--- config.mk ---
export PLATFORM = sky130hd
export DESIGN_NAME = rca_launch_capture_flat
export DESIGN_NICKNAME = d
export VERILOG_FILES = /design/src/rtl/rca_tb_pkg.sv /design/src/rtl/rca_launch_capture_if.sv /design/src/rtl/hex_to_7seg.sv /design/src/rtl/rca_launch_capture.sv /design/src/flat_wrapper.sv
export SDC_FILE = /design/constraint.sdc
export NUM_CORES = 1
export LEC_CHECK = 0
export BUFFER_PORTS_ARGS = -buffer_cell sky130_fd_sc_hd__buf_2
export CORE_MARGIN = 2
export CORE_UTILIZATION = 55
export DETAILED_ROUTE_END_ITERATION = 12
export PLACE_DENSITY = 0.75
export SYNTH_ARGS = -nofsm -noshare
export SYNTH_HDL_FRONTEND = slang
export SYNTH_SLANG_ARGS = --single-unit
--- constraint.sdc ---
create_clock -name MAX10_CLK1_50 -period 13.54 [get_ports MAX10_CLK1_50]
set_input_delay 0 -clock MAX10_CLK1_50 [delete_from_list [all_inputs] [get_ports MAX10_CLK1_50]]
set_output_delay 0 -clock MAX10_CLK1_50 [all_outputs]
set_load 0.02 [all_outputs]
--- src/rtl/rca_tb_pkg.sv ---
// Shared constants for the adder launch/capture checker:
// FSM states, LFSR polynomial and seven-segment glyphs.
package rca_tb_pkg;

  typedef enum logic [2:0] {
    ST_IDLE    = 3'd0,
    ST_CLEAR   = 3'd1,
    ST_LAUNCH  = 3'd2,
    ST_WAIT    = 3'd3,
    ST_CAPTURE = 3'd4,
    ST_CHECK   = 3'd5,
    ST_DONE    = 3'd6
  } state_e;

  localparam int LFSR_W = 16;

  // x^16+x^14+x^13+x^11+1 -> bits 15,13,12,10
  localparam logic [LFSR_W-1:0] LFSR_TAPS = 16'hB400;

  // Active-low segments, dp excluded, order {g,f,e,d,c,b,a}
  localparam logic [15:0][6:0] SEG_GLYPHS = {
    7'h0E, 7'h06, 7'h21, 7'h46,
    7'h03, 7'h08, 7'h10, 7'h00,
    7'h78, 7'h02, 7'h12, 7'h19,
    7'h30, 7'h24, 7'h79, 7'h40
  };

  localparam logic [7:0] SEG_BLANK = 8'hFF;
  localparam logic [7:0] SEG_ZERO  = 8'hC0;

  function automatic logic [LFSR_W-1:0] lfsr_next(
    input logic [LFSR_W-1:0] s
  );
    return {s[LFSR_W-2:0], ^(s & LFSR_TAPS)};
  endfunction

endpackage

--- src/rtl/rca_launch_capture_if.sv ---
// Operand/result bus between the checker and the adder
// under test. master: checker side, slave: adder side.
interface rca_launch_capture_if #(
  parameter int WIDTH = 8
);
  logic [WIDTH-1:0] op_a;
  logic [WIDTH-1:0] op_b;
  logic             op_cin;
  logic [WIDTH-1:0] sum;
  logic             cout;

  modport master (
    output op_a, op_b, op_cin,
    input  sum, cout
  );

  modport slave (
    input  op_a, op_b, op_cin,
    output sum, cout
  );
endinterface

--- src/rtl/hex_to_7seg.sv ---
// Nibble to active-low 7-seg, {dp,g,f,e,d,c,b,a}.
// nib_i: hex digit, dp_on_i: 1 lights the dp, seg_o: segments.
module hex_to_7seg
  import rca_tb_pkg::*;
(
  input  logic [3:0] nib_i,
  input  logic       dp_on_i,
  output logic [7:0] seg_o
);

  assign seg_o = {~dp_on_i, SEG_GLYPHS[nib_i]};

endmodule

--- src/rtl/rca_launch_capture.sv ---
// Launches operands into an external adder, captures {cout,sum}
// CAPTURE_DELAY clocks later, counts mismatches, drives 7-seg.
// Ports: MAX10_CLK1_50 clk; KEY[0] reset_n, KEY[1] start_n;
// adder: operand/result bus; HEX0..HEX5 status displays.
module rca_launch_capture
  import rca_tb_pkg::*;
#(
  parameter int          WIDTH         = 8,
  parameter int          NUM_VECTORS   = 256,
  parameter int          CAPTURE_DELAY = 2,
  parameter logic [15:0] SEED          = 16'hACE1
) (
  input  logic                 MAX10_CLK1_50,
  input  logic [1:0]           KEY,
  rca_launch_capture_if.master adder,
  output logic [7:0]           HEX0,
  output logic [7:0]           HEX1,
  output logic [7:0]           HEX2,
  output logic [7:0]           HEX3,
  output logic [7:0]           HEX4,
  output logic [7:0]           HEX5
);

  localparam logic [15:0] LAST_IDX =
    16'(NUM_VECTORS - 1);
  localparam logic [3:0] WAIT_LAST =
    4'((CAPTURE_DELAY > 1) ? CAPTURE_DELAY - 2 : 0);

  logic clk;
  logic key_rst_n;
  logic rst_n;

  assign clk       = MAX10_CLK1_50;
  assign key_rst_n = KEY[0];

  // Async assert, sync release
  logic [1:0] rst_sync_q;

  always_ff @(posedge clk or negedge key_rst_n) begin
    if (!key_rst_n) rst_sync_q <= 2'b00;
    else            rst_sync_q <= {rst_sync_q[0], 1'b1};
  end

  assign rst_n = rst_sync_q[1];

  // [1:0] synchroniser, [2] previous level for edge detect
  logic [2:0] key1_q;
  logic       start_q;

  always_ff @(posedge clk or negedge rst_n) begin
    if (!rst_n) begin
      key1_q  <= 3'b111;
      start_q <= 1'b0;
    end else begin
      key1_q  <= {key1_q[1:0], KEY[1]};
      start_q <= key1_q[2] & ~key1_q[1];
    end
  end

  state_e           state_q, state_d;
  logic [15:0]      vec_idx_q, vec_idx_d;
  logic [15:0]      err_q, err_d;
  logic [15:0]      lfsr_q, lfsr_d;
  logic [WIDTH-1:0] op_a_q, op_a_d;
  logic [WIDTH-1:0] op_b_q, op_b_d;
  logic             op_cin_q, op_cin_d;
  logic [WIDTH:0]   exp_q, exp_d;
  logic [WIDTH:0]   cap_q, cap_d;
  logic [7:0]       last_q, last_d;
  logic [3:0]       wait_q, wait_d;

  always_comb begin
    state_d   = state_q;
    vec_idx_d = vec_idx_q;
    err_d     = err_q;
    lfsr_d    = lfsr_q;
    op_a_d    = op_a_q;
    op_b_d    = op_b_q;
    op_cin_d  = op_cin_q;
    exp_d     = exp_q;
    cap_d     = cap_q;
    last_d    = last_q;
    wait_d    = wait_q;

    case (state_q)
      ST_IDLE, ST_DONE: begin
        if (start_q) state_d = ST_CLEAR;
      end
      ST_CLEAR: begin
        vec_idx_d = '0;
        err_d     = '0;
        lfsr_d    = SEED;
        state_d   = ST_LAUNCH;
      end
      ST_LAUNCH: begin
        // Vector 0 forces a carry through every bit
        if (vec_idx_q == '0) begin
          op_a_d   = '1;
          op_b_d   = '0;
          op_cin_d = 1'b1;
        end else begin
          op_a_d   = lfsr_q[WIDTH-1:0];
          op_b_d   = lfsr_q[15 -: WIDTH];
          op_cin_d = lfsr_q[7] ^ lfsr_q[15];
          lfsr_d   = lfsr_next(lfsr_q);
        end
        exp_d = {1'b0, op_a_d}
              + {1'b0, op_b_d}
              + {{WIDTH{1'b0}}, op_cin_d};
        wait_d = '0;
        if (CAPTURE_DELAY == 1) state_d = ST_CAPTURE;
        else                    state_d = ST_WAIT;
      end
      ST_WAIT: begin
        if (wait_q == WAIT_LAST) state_d = ST_CAPTURE;
        else                     wait_d  = wait_q + 4'd1;
      end
      ST_CAPTURE: begin
        cap_d   = {adder.cout, adder.sum};
        state_d = ST_CHECK;
      end
      ST_CHECK: begin
        if (cap_q != exp_q && err_q != 16'hFFFF)
          err_d = err_q + 16'd1;
        last_d = '0;
        last_d[WIDTH-1:0] = cap_q[WIDTH-1:0];
        if (vec_idx_q < LAST_IDX) begin
          vec_idx_d = vec_idx_q + 16'd1;
          state_d   = ST_LAUNCH;
        end else begin
          state_d = ST_DONE;
        end
      end
      default: state_d = ST_IDLE;
    endcase
  end

  always_ff @(posedge clk or negedge rst_n) begin
    if (!rst_n) begin
      state_q   <= ST_IDLE;
      vec_idx_q <= '0;
      err_q     <= '0;
      lfsr_q    <= SEED;
      op_a_q    <= '0;
      op_b_q    <= '0;
      op_cin_q  <= 1'b0;
      exp_q     <= '0;
      cap_q     <= '0;
      last_q    <= '0;
      wait_q    <= '0;
    end else begin
      state_q   <= state_d;
      vec_idx_q <= vec_idx_d;
      err_q     <= err_d;
      lfsr_q    <= lfsr_d;
      op_a_q    <= op_a_d;
      op_b_q    <= op_b_d;
      op_cin_q  <= op_cin_d;
      exp_q     <= exp_d;
      cap_q     <= cap_d;
      last_q    <= last_d;
      wait_q    <= wait_d;
    end
  end

  assign adder.op_a   = op_a_q;
  assign adder.op_b   = op_b_q;
  assign adder.op_cin = op_cin_q;

  // Display: vec_idx | last_sum | err_cnt, MSD on the left
  logic [7:0]      err_disp;
  logic [5:0][3:0] nib;
  logic [5:0]      dp_on;
  logic [5:0][7:0] hex_d, hex_q;

  assign err_disp = (err_q > 16'd255) ? 8'hFF : err_q[7:0];

  always_comb begin
    nib[5] = vec_idx_q[7:4];
    nib[4] = vec_idx_q[3:0];
    nib[3] = last_q[7:4];
    nib[2] = last_q[3:0];
    nib[1] = err_disp[7:4];
    nib[0] = err_disp[3:0];
    dp_on    = '0;
    dp_on[0] = (state_q == ST_DONE);
    dp_on[5] = (err_q != '0);
  end

  for (genvar i = 0; i < 6; i++) begin : g_hex
    hex_to_7seg u_hex (
      .nib_i   (nib[i]),
      .dp_on_i (dp_on[i]),
      .seg_o   (hex_d[i])
    );
  end

  always_ff @(posedge clk or negedge rst_n) begin
    if (!rst_n) hex_q <= {6{SEG_ZERO}};
    else        hex_q <= hex_d;
  end

  assign HEX0 = hex_q[0];
  assign HEX1 = hex_q[1];
  assign HEX2 = hex_q[2];
  assign HEX3 = hex_q[3];
  assign HEX4 = hex_q[4];
  assign HEX5 = hex_q[5];

endmodule
--- src/flat_wrapper.sv ---
// flat-port wrapper written by rule: the top's interface ports become plain ports
module rca_launch_capture_flat import rca_tb_pkg::*;
#(
  parameter int          WIDTH         = 8,
  parameter int          NUM_VECTORS   = 256,
  parameter int          CAPTURE_DELAY = 2,
  parameter logic [15:0] SEED          = 16'hACE1
)
  (MAX10_CLK1_50, KEY, HEX0, HEX1, HEX2, HEX3, HEX4, HEX5, adder_op_a, adder_op_b, adder_op_cin, adder_sum, adder_cout);
  rca_launch_capture_if #(.WIDTH(WIDTH)) adder_i ();
  input  logic MAX10_CLK1_50;
  input  logic [1:0] KEY;
  output logic [7:0] HEX0;
  output logic [7:0] HEX1;
  output logic [7:0] HEX2;
  output logic [7:0] HEX3;
  output logic [7:0] HEX4;
  output logic [7:0] HEX5;
  output wire logic [$bits(adder_i.op_a)-1:0] adder_op_a;
  output wire logic [$bits(adder_i.op_b)-1:0] adder_op_b;
  output wire logic [$bits(adder_i.op_cin)-1:0] adder_op_cin;
  input wire logic [$bits(adder_i.sum)-1:0] adder_sum;
  input wire logic [$bits(adder_i.cout)-1:0] adder_cout;
  assign adder_op_a = adder_i.op_a;
  assign adder_op_b = adder_i.op_b;
  assign adder_op_cin = adder_i.op_cin;
  assign adder_i.sum = adder_sum;
  assign adder_i.cout = adder_cout;
  rca_launch_capture #(.WIDTH(WIDTH), .NUM_VECTORS(NUM_VECTORS), .CAPTURE_DELAY(CAPTURE_DELAY), .SEED(SEED)) u_core (.MAX10_CLK1_50(MAX10_CLK1_50), .KEY(KEY), .adder(adder_i), .HEX0(HEX0), .HEX1(HEX1), .HEX2(HEX2), .HEX3(HEX3), .HEX4(HEX4), .HEX5(HEX5));
endmodule
Yosys cells after proc, flatten, opt, wreduce, memory -nomap -nowiden
Memories as Yosys holds them, arrays and structs flattened. A register that Yosys moved wholly into a read port is not among the register bits.
Index checks and enable logic that the tools add are counted.
- $lt $le $gt $ge: 4
- mux-type cells: 21
- bitwise logic cells: 5
- add/sub/neg operators: 5
- equal/unequal tests: 14
- reduce and logical (&&, ||, !) cells: 21
- operators with widths (operator ; number):
    $pmux W16 S2 ; 3
    $mux W16 ; 3
    $mux W8 ; 5
    $add A16 B1 Y16 const B ; 2
    $pmux W3 S6 ; 1
    $gt A16 B8 Y1 const B ; 1
    $logic_not A16 Y1 ; 1
    $lt A16 B8 Y1 const B ; 1
    $ne A16 B16 Y1 const B ; 1
    $reduce_bool A16 Y1 ; 1
    $reduce_xor A16 Y1 ; 1
    $mux W7 ; 2
    $lt A4 B5 Y1 const B ; 2
    $reduce_and A2 Y1 ; 5
    $add A8 B8 Y9 ; 1
    $add A9 B1 Y9 ; 1
    $eq A3 B3 Y1 const B ; 3
    $mux W3 ; 3
    $ne A9 B9 Y1 ; 1
    $ne A2 B1 Y1 const B ; 4
    $pmux W4 S2 ; 1
    $eq A3 B2 Y1 const B ; 2
    $logic_not A1 Y1 ; 6
    $reduce_bool A2 Y1 ; 3
    12 further kinds ; 16
- memories: 6
- register bits: 120
- output and inout bits: 65
- bits in read-only memories: 672
- logic and storage cells: 92
- memory list (memory ; depth ; bits a word ; read ports ; clocked after memory_dff ; write ports ; RTL line ; source):
    (name not given) ; 16 ; 7 ; 1 ; 1 ; 0 ; hex_to_7seg.sv:11 ; assign seg_o = {~dp_on_i, SEG_GLYPHS[nib_i]};
    (name not given) ; 16 ; 7 ; 1 ; 1 ; 0 ; hex_to_7seg.sv:11 ;
    (name not given) ; 16 ; 7 ; 1 ; 1 ; 0 ; hex_to_7seg.sv:11 ;
    (name not given) ; 16 ; 7 ; 1 ; 1 ; 0 ; hex_to_7seg.sv:11 ;
    (name not given) ; 16 ; 7 ; 1 ; 1 ; 0 ; hex_to_7seg.sv:11 ;
    (name not given) ; 16 ; 7 ; 1 ; 1 ; 0 ; hex_to_7seg.sv:11 ;

Longest topological paths before layout
- depth after elaboration: 5
- gate-level depth with buffers: 15
- depth with buffers taken out: 13

Hierarchy
Synthesis repeated with hierarchy kept, for this count alone.
- cell total of the unflattened synthesis: 769
- area total of the unflattened synthesis: 8074.0 um^2
- by module, submodules not included (module ; cells each ; instances ; sequential area each (um^2) ; area an instance (um^2)):
    rca_launch_capture ; 571 ; 1 ; 3832.4 ; 6399.9
    hex_to_7seg ; 33 ; 6 ; 0.0 ; 279.0

Worst setup path after synthesis
No wires, ideal clock.
- path kind: register -> register
- start point: register u_core.vec_idx_q[4]
- end point: register u_core.exp_q[6]
- arrival: 3261 ps
- setup slack: 10183 ps
- cell stages (with the launch flop): 16
- library setup time: 95 ps
- clock period less this slack: 3357 ps
- cell sequence: dfrtp_1 inv_1 ha_1 and2_1 nand4_1 clkbuf_1 clkbuf_1 nand2_1 fa_1 fa_1 nand2b_1 a21boi_0 o21ai_0 a21oi_1 nor3_1 o31ai_1
- longest elaborated chain between the ends: 5
- elaborated cells on any way between the ends: 9
- ends and longest elaborated chain (item ; RTL line ; source):
    start: declaration ; rca_launch_capture.sv:61 ; logic [15:0] vec_idx_q, vec_idx_d;
    start signal: assignment ; rca_launch_capture.sv:153 ; vec_idx_q <= vec_idx_d;
    $logic_not A16 Y1 (*) ; rca_launch_capture.sv:97 ; if (vec_idx_q == '0) begin
    $mux W8 ; rca_launch_capture.sv:97 ;
    $mux W8 ; rca_launch_capture.sv:85 ; case (state_q)
    $add A8 B8 Y9 ; rca_launch_capture.sv:108 ; + {1'b0, op_b_d}
    $add A9 B1 Y9 (*) ; rca_launch_capture.sv:109 ; + {{WIDTH{1'b0}}, op_cin_d};
    end signal: assignment ; rca_launch_capture.sv:159 ; exp_q <= exp_d;
    end: declaration ; rca_launch_capture.sv:67 ; logic [WIDTH:0] exp_q, exp_d;
Mark *: on every way between the ends. The rest lies on a longest branch, timed or not. The select of a mux whose other input is x is not followed.
A chain may end at the register's enable or synchronous reset.

Worst setup path after layout
- start point: register u_core.vec_idx_q[6]
- end point: register u_core.exp_q[7]
Same word-level chain as after synthesis.

==> metrics.md <==
| Metric | Value |
|---|---|
| Max Transition Viols Final | 0 |
| Final setup fails | 0 |
| Crit path required time | 13870 ps |
| Yosys top cell area share | 0.4227 |
| Top_reg_cell synth | dfrtp_1 |
| Setup TNS | 0 ps |
| Top cells by area, synth | dfrtp_1 (42%), ha_1 (7.5%), dfstp_2 (6.5%), nand2_1 (4.1%), o21ai_0 (3.6%) |
| Post-synthesis cell type count | 61 |
| Total gr overflow | 0 |
| CTS tree | done |
| Post-CTS resize count | 0 |
| Sequential share of power | 0.367 |
| FF-to-FF End | u_core.exp_q[7] |
| N_diodes | 0 |
| H-tree Lvls | 4 |
| Worst path arrival time | 4100 ps |
| Number of top-level pins | 77 |
| Cells after synthesis | 760 |
| Vias/cell | 5.597 |
| Syn avg cell area | 10.05 sq um |
| Routed len/inst | 15.35 um |
| Post-route DRC violation count | 0 |
| FF-to-FF setup slack | 9760 ps |
| Area leader, netlist | dfrtp_1 |
| Logic pwr share | 0.360 |
| Worst Max-Slew Pin Slew | 1067 ps |
| Seq/Total Area, Yosys | 0.4880 |
| Clk_skew | 8.715 ps |
| Max cap viols | 0 |
| IO buf count | 72 |
| Clock buffer depth | 2 |
| Total Wirelength | 15.56 mm |
| Kind of critical path | reg -> reg |
| Final worst path period need | 3776 ps |
| Post-synth ARST share | 1.000 |
| Worst setup path start | u_core.vec_idx_q[6] |
| WP buf/inv | 1 |
| Hold_buf cts | 12 |
| Vias in the first global route | 5427 |
| Tcrit/Tclk final | 0.2789 |
| CP peak stage delay | 660 ps |
| Final net count | 881 |
| Core region area | 13720 sq um |
| Clock Power Share | 0.273 |
| Post-Syn Area | 7637 sq um |
| Worst min path class | in -> reg |
| P_leak | 4.170 nW |
| CTS buffer count | 17 |
| Core Rows | 43 |
| Most common cell after layout, fill and taps aside | dfrtp_1 |
| Chip width | 121.8 um |
| Synth warnings | 0 |
| Root Buffer Master | clkbuf_16 |
| Net switching power | 0.6801 mW |
| Unrepaired setup endpoints after global routing | false |
| HP Start | KEY[1] |
| Max VDD drop | 0.1337 mV |
| Largest net degree at the start of global routing | 86 |
| Int Power | 1.191 mW |
| Most frequent cells in the layout | dfrtp_1 (128), nand2_1 (84), nor2_1 (72), buf_2 (72), o21ai_0 (55) |
| Routability Congestion | 0.8692 |
| Switching share of power | 0.3635 |
| Worst path slowest cell | nand4_1 |
| Status | finished clean |
| Initial Util | 0.5567 |
| Worst Path Max Fanout | 20 |
| Fin cells | 1014 |
| Top delay family on crit path | simple AND/OR/NAND/NOR gates |
| Global-route wire length before repair | 26.22 mm |
| Die area | 14850 sq um |
| Area grow syn2layout | 15.37% |
| Initial antenna violation count | 0 |
| FF+latch count, synth | 148 |
| Hold Path Stages | 2 |
| Die extent in y | 121.8 um |
| Hold path endpoint | u_core.key1_q[0] |
| Worst-path clk slew | 60 ps |
| Worst-Skew Late Latency | 420 ps |
| EDFF count, synth | 0 |
| Worst-path cell chain | nor4_1 > nand4_1 > nand2_1 > inv_1 > ha_1 > nor2b_1 > o21ai_0 > a21boi_0 > o211a_1 > o21a_1 > o31ai_1 |
| 1st-iter DRT viols | 567 |
| CP startpoint kind | flop |
| Hold Violations, Final | 0 |
| Cell area power density | 212.4 nW/um^2 |
| DP Cell Count | 970 |
| Drt first pass iters | 5 |
| Post-CTS Setup Inserts | 0 |
| Vias | 5675 |
| Slew headroom | 0.2886 |
| Layout cells sized above 1 | 0.1990 |
| Total track usage | 0.2241 |
| FF-to-FF Start | u_core.vec_idx_q[6] |
| Critical Path Sink Type | flop |
| Post-route ant nets | 0 |
| Worst r2r path cells | 11 |
| Hpwl dp | 10.69 mm |
| Total clock sinks | 148 |
| Peak Freq | 264.8 MHz |
[power groups by stage]
stage	Sequential, mW	Combinational [mW]	Clock [mW]
after floorplan	0.714	0.469	0
after global placement	0.687	0.640	0
after detailed placement	0.694	0.664	0
after CTS	0.687	0.675	0.516
after global routing	0.706	0.756	0.537
final	0.687	0.674	0.510
[through the flow]
| step | setup slack, ps | instance area, sq um | hold WS, ps | utilization | power (mW) |
|---|---|---|---|---|---|
| 2_1_floorplan | 9144 | 7652 | -295.6 | - | 1.183 |
| 3_3_place_gp | 10040 | 8048 | -214.7 | 0.5866 | 1.327 |
| 3_5_place_dp | 9841 | 8048 | -212.8 | 0.5866 | 1.358 |
| 4_1_cts | 9822 | 8811 | 220.2 | 0.6422 | 1.878 |
| 5_1_grt | 9410 | 8811 | 228.4 | 0.6422 | 1.999 |
| 6_report | 9764 | 8811 | 231.0 | 0.6422 | 1.871 |
[synth_stat cells (12+ instances only)]
cell type,instances
buf_2,12
mux2i_1,18
dfrtp_1,129
nand2_1,84
nor2_1,72
ha_1,46
nand3_1,15
o31ai_1,15
clkbuf_1,28
mux2_2,24
xor2_1,19
o21ai_0,55
and2_1,16
inv_1,31
dfstp_2,19
a21oi_1,28
[layout make-up]
class	count	area, sq um
repair buffers	88	510.5
fillers	1083	4908
multi-input cells	535	3585
inverters	31	116.4
well taps	180	225.2
flip-flops and latches	148	3731
clock buffers	22	464.2
clock inverters	10	178.9
[sequential cells by signal, indices dropped and copies added (netlist names), 2 cells and up]
signal,count
u_core.cap_q,9
u_core.rst_sync_q,2
u_core.adder.op_b,8
u_core.adder.op_a,8
u_core.last_q,8
u_core.state_q,3
u_core.HEX3,7
u_core.HEX2,7
u_core.HEX4,7
u_core.err_q,16
u_core.lfsr_q,16
u_core.HEX0,8
u_core.key1_q,3
u_core.HEX1,7
u_core.exp_q,9
u_core.wait_q,4
u_core.vec_idx_q,16
u_core.HEX5,8
[kinds of logic (layout without fill, tap and decap cells)]
group | Yosys count | in the layout | share of synthesized area
AO/OA/AOI/OAI | 152 | 152 | 0.1268
adder cells (fa/ha/maj) | 48 | 48 | 0.08060
other | 1 | 5 | 0.0004910
flip-flops | 148 | 148 | 0.4880
XOR/XNOR | 23 | 23 | 0.02638
buffers and inverters | 81 | 151 | 0.04522
AND/OR/NAND/NOR | 263 | 263 | 0.1676
multiplexers | 44 | 44 | 0.06487
[worst max-delay path by stage]
stage | end | slack [ps] | cells after the start
detailed placement | u_core.exp_q[7] | 9840 | 11
floorplan | u_core.HEX0[0] | 9140 | 0
global route | u_core.exp_q[7] | 9410 | 11
CTS | u_core.exp_q[7] | 9820 | 11
global placement | u_core.exp_q[7] | 10040 | 11
finish | u_core.exp_q[7] | 9760 | 11
[metal layers]
metal / GRT usage / vias up / part of all wire / wire length, um
met1: 0.2958 / 2739 / 0.44 / 6899
met5: 0 / - / 0 / 0
li1: - / 2728 / - / -
met3: 0.05056 / 30 / 0.052 / 802
met2: 0.3527 / 178 / 0.48 / 7474
met4: 0.1063 / 0 / 0.025 / 388
(Power assumes the default switching activity.)
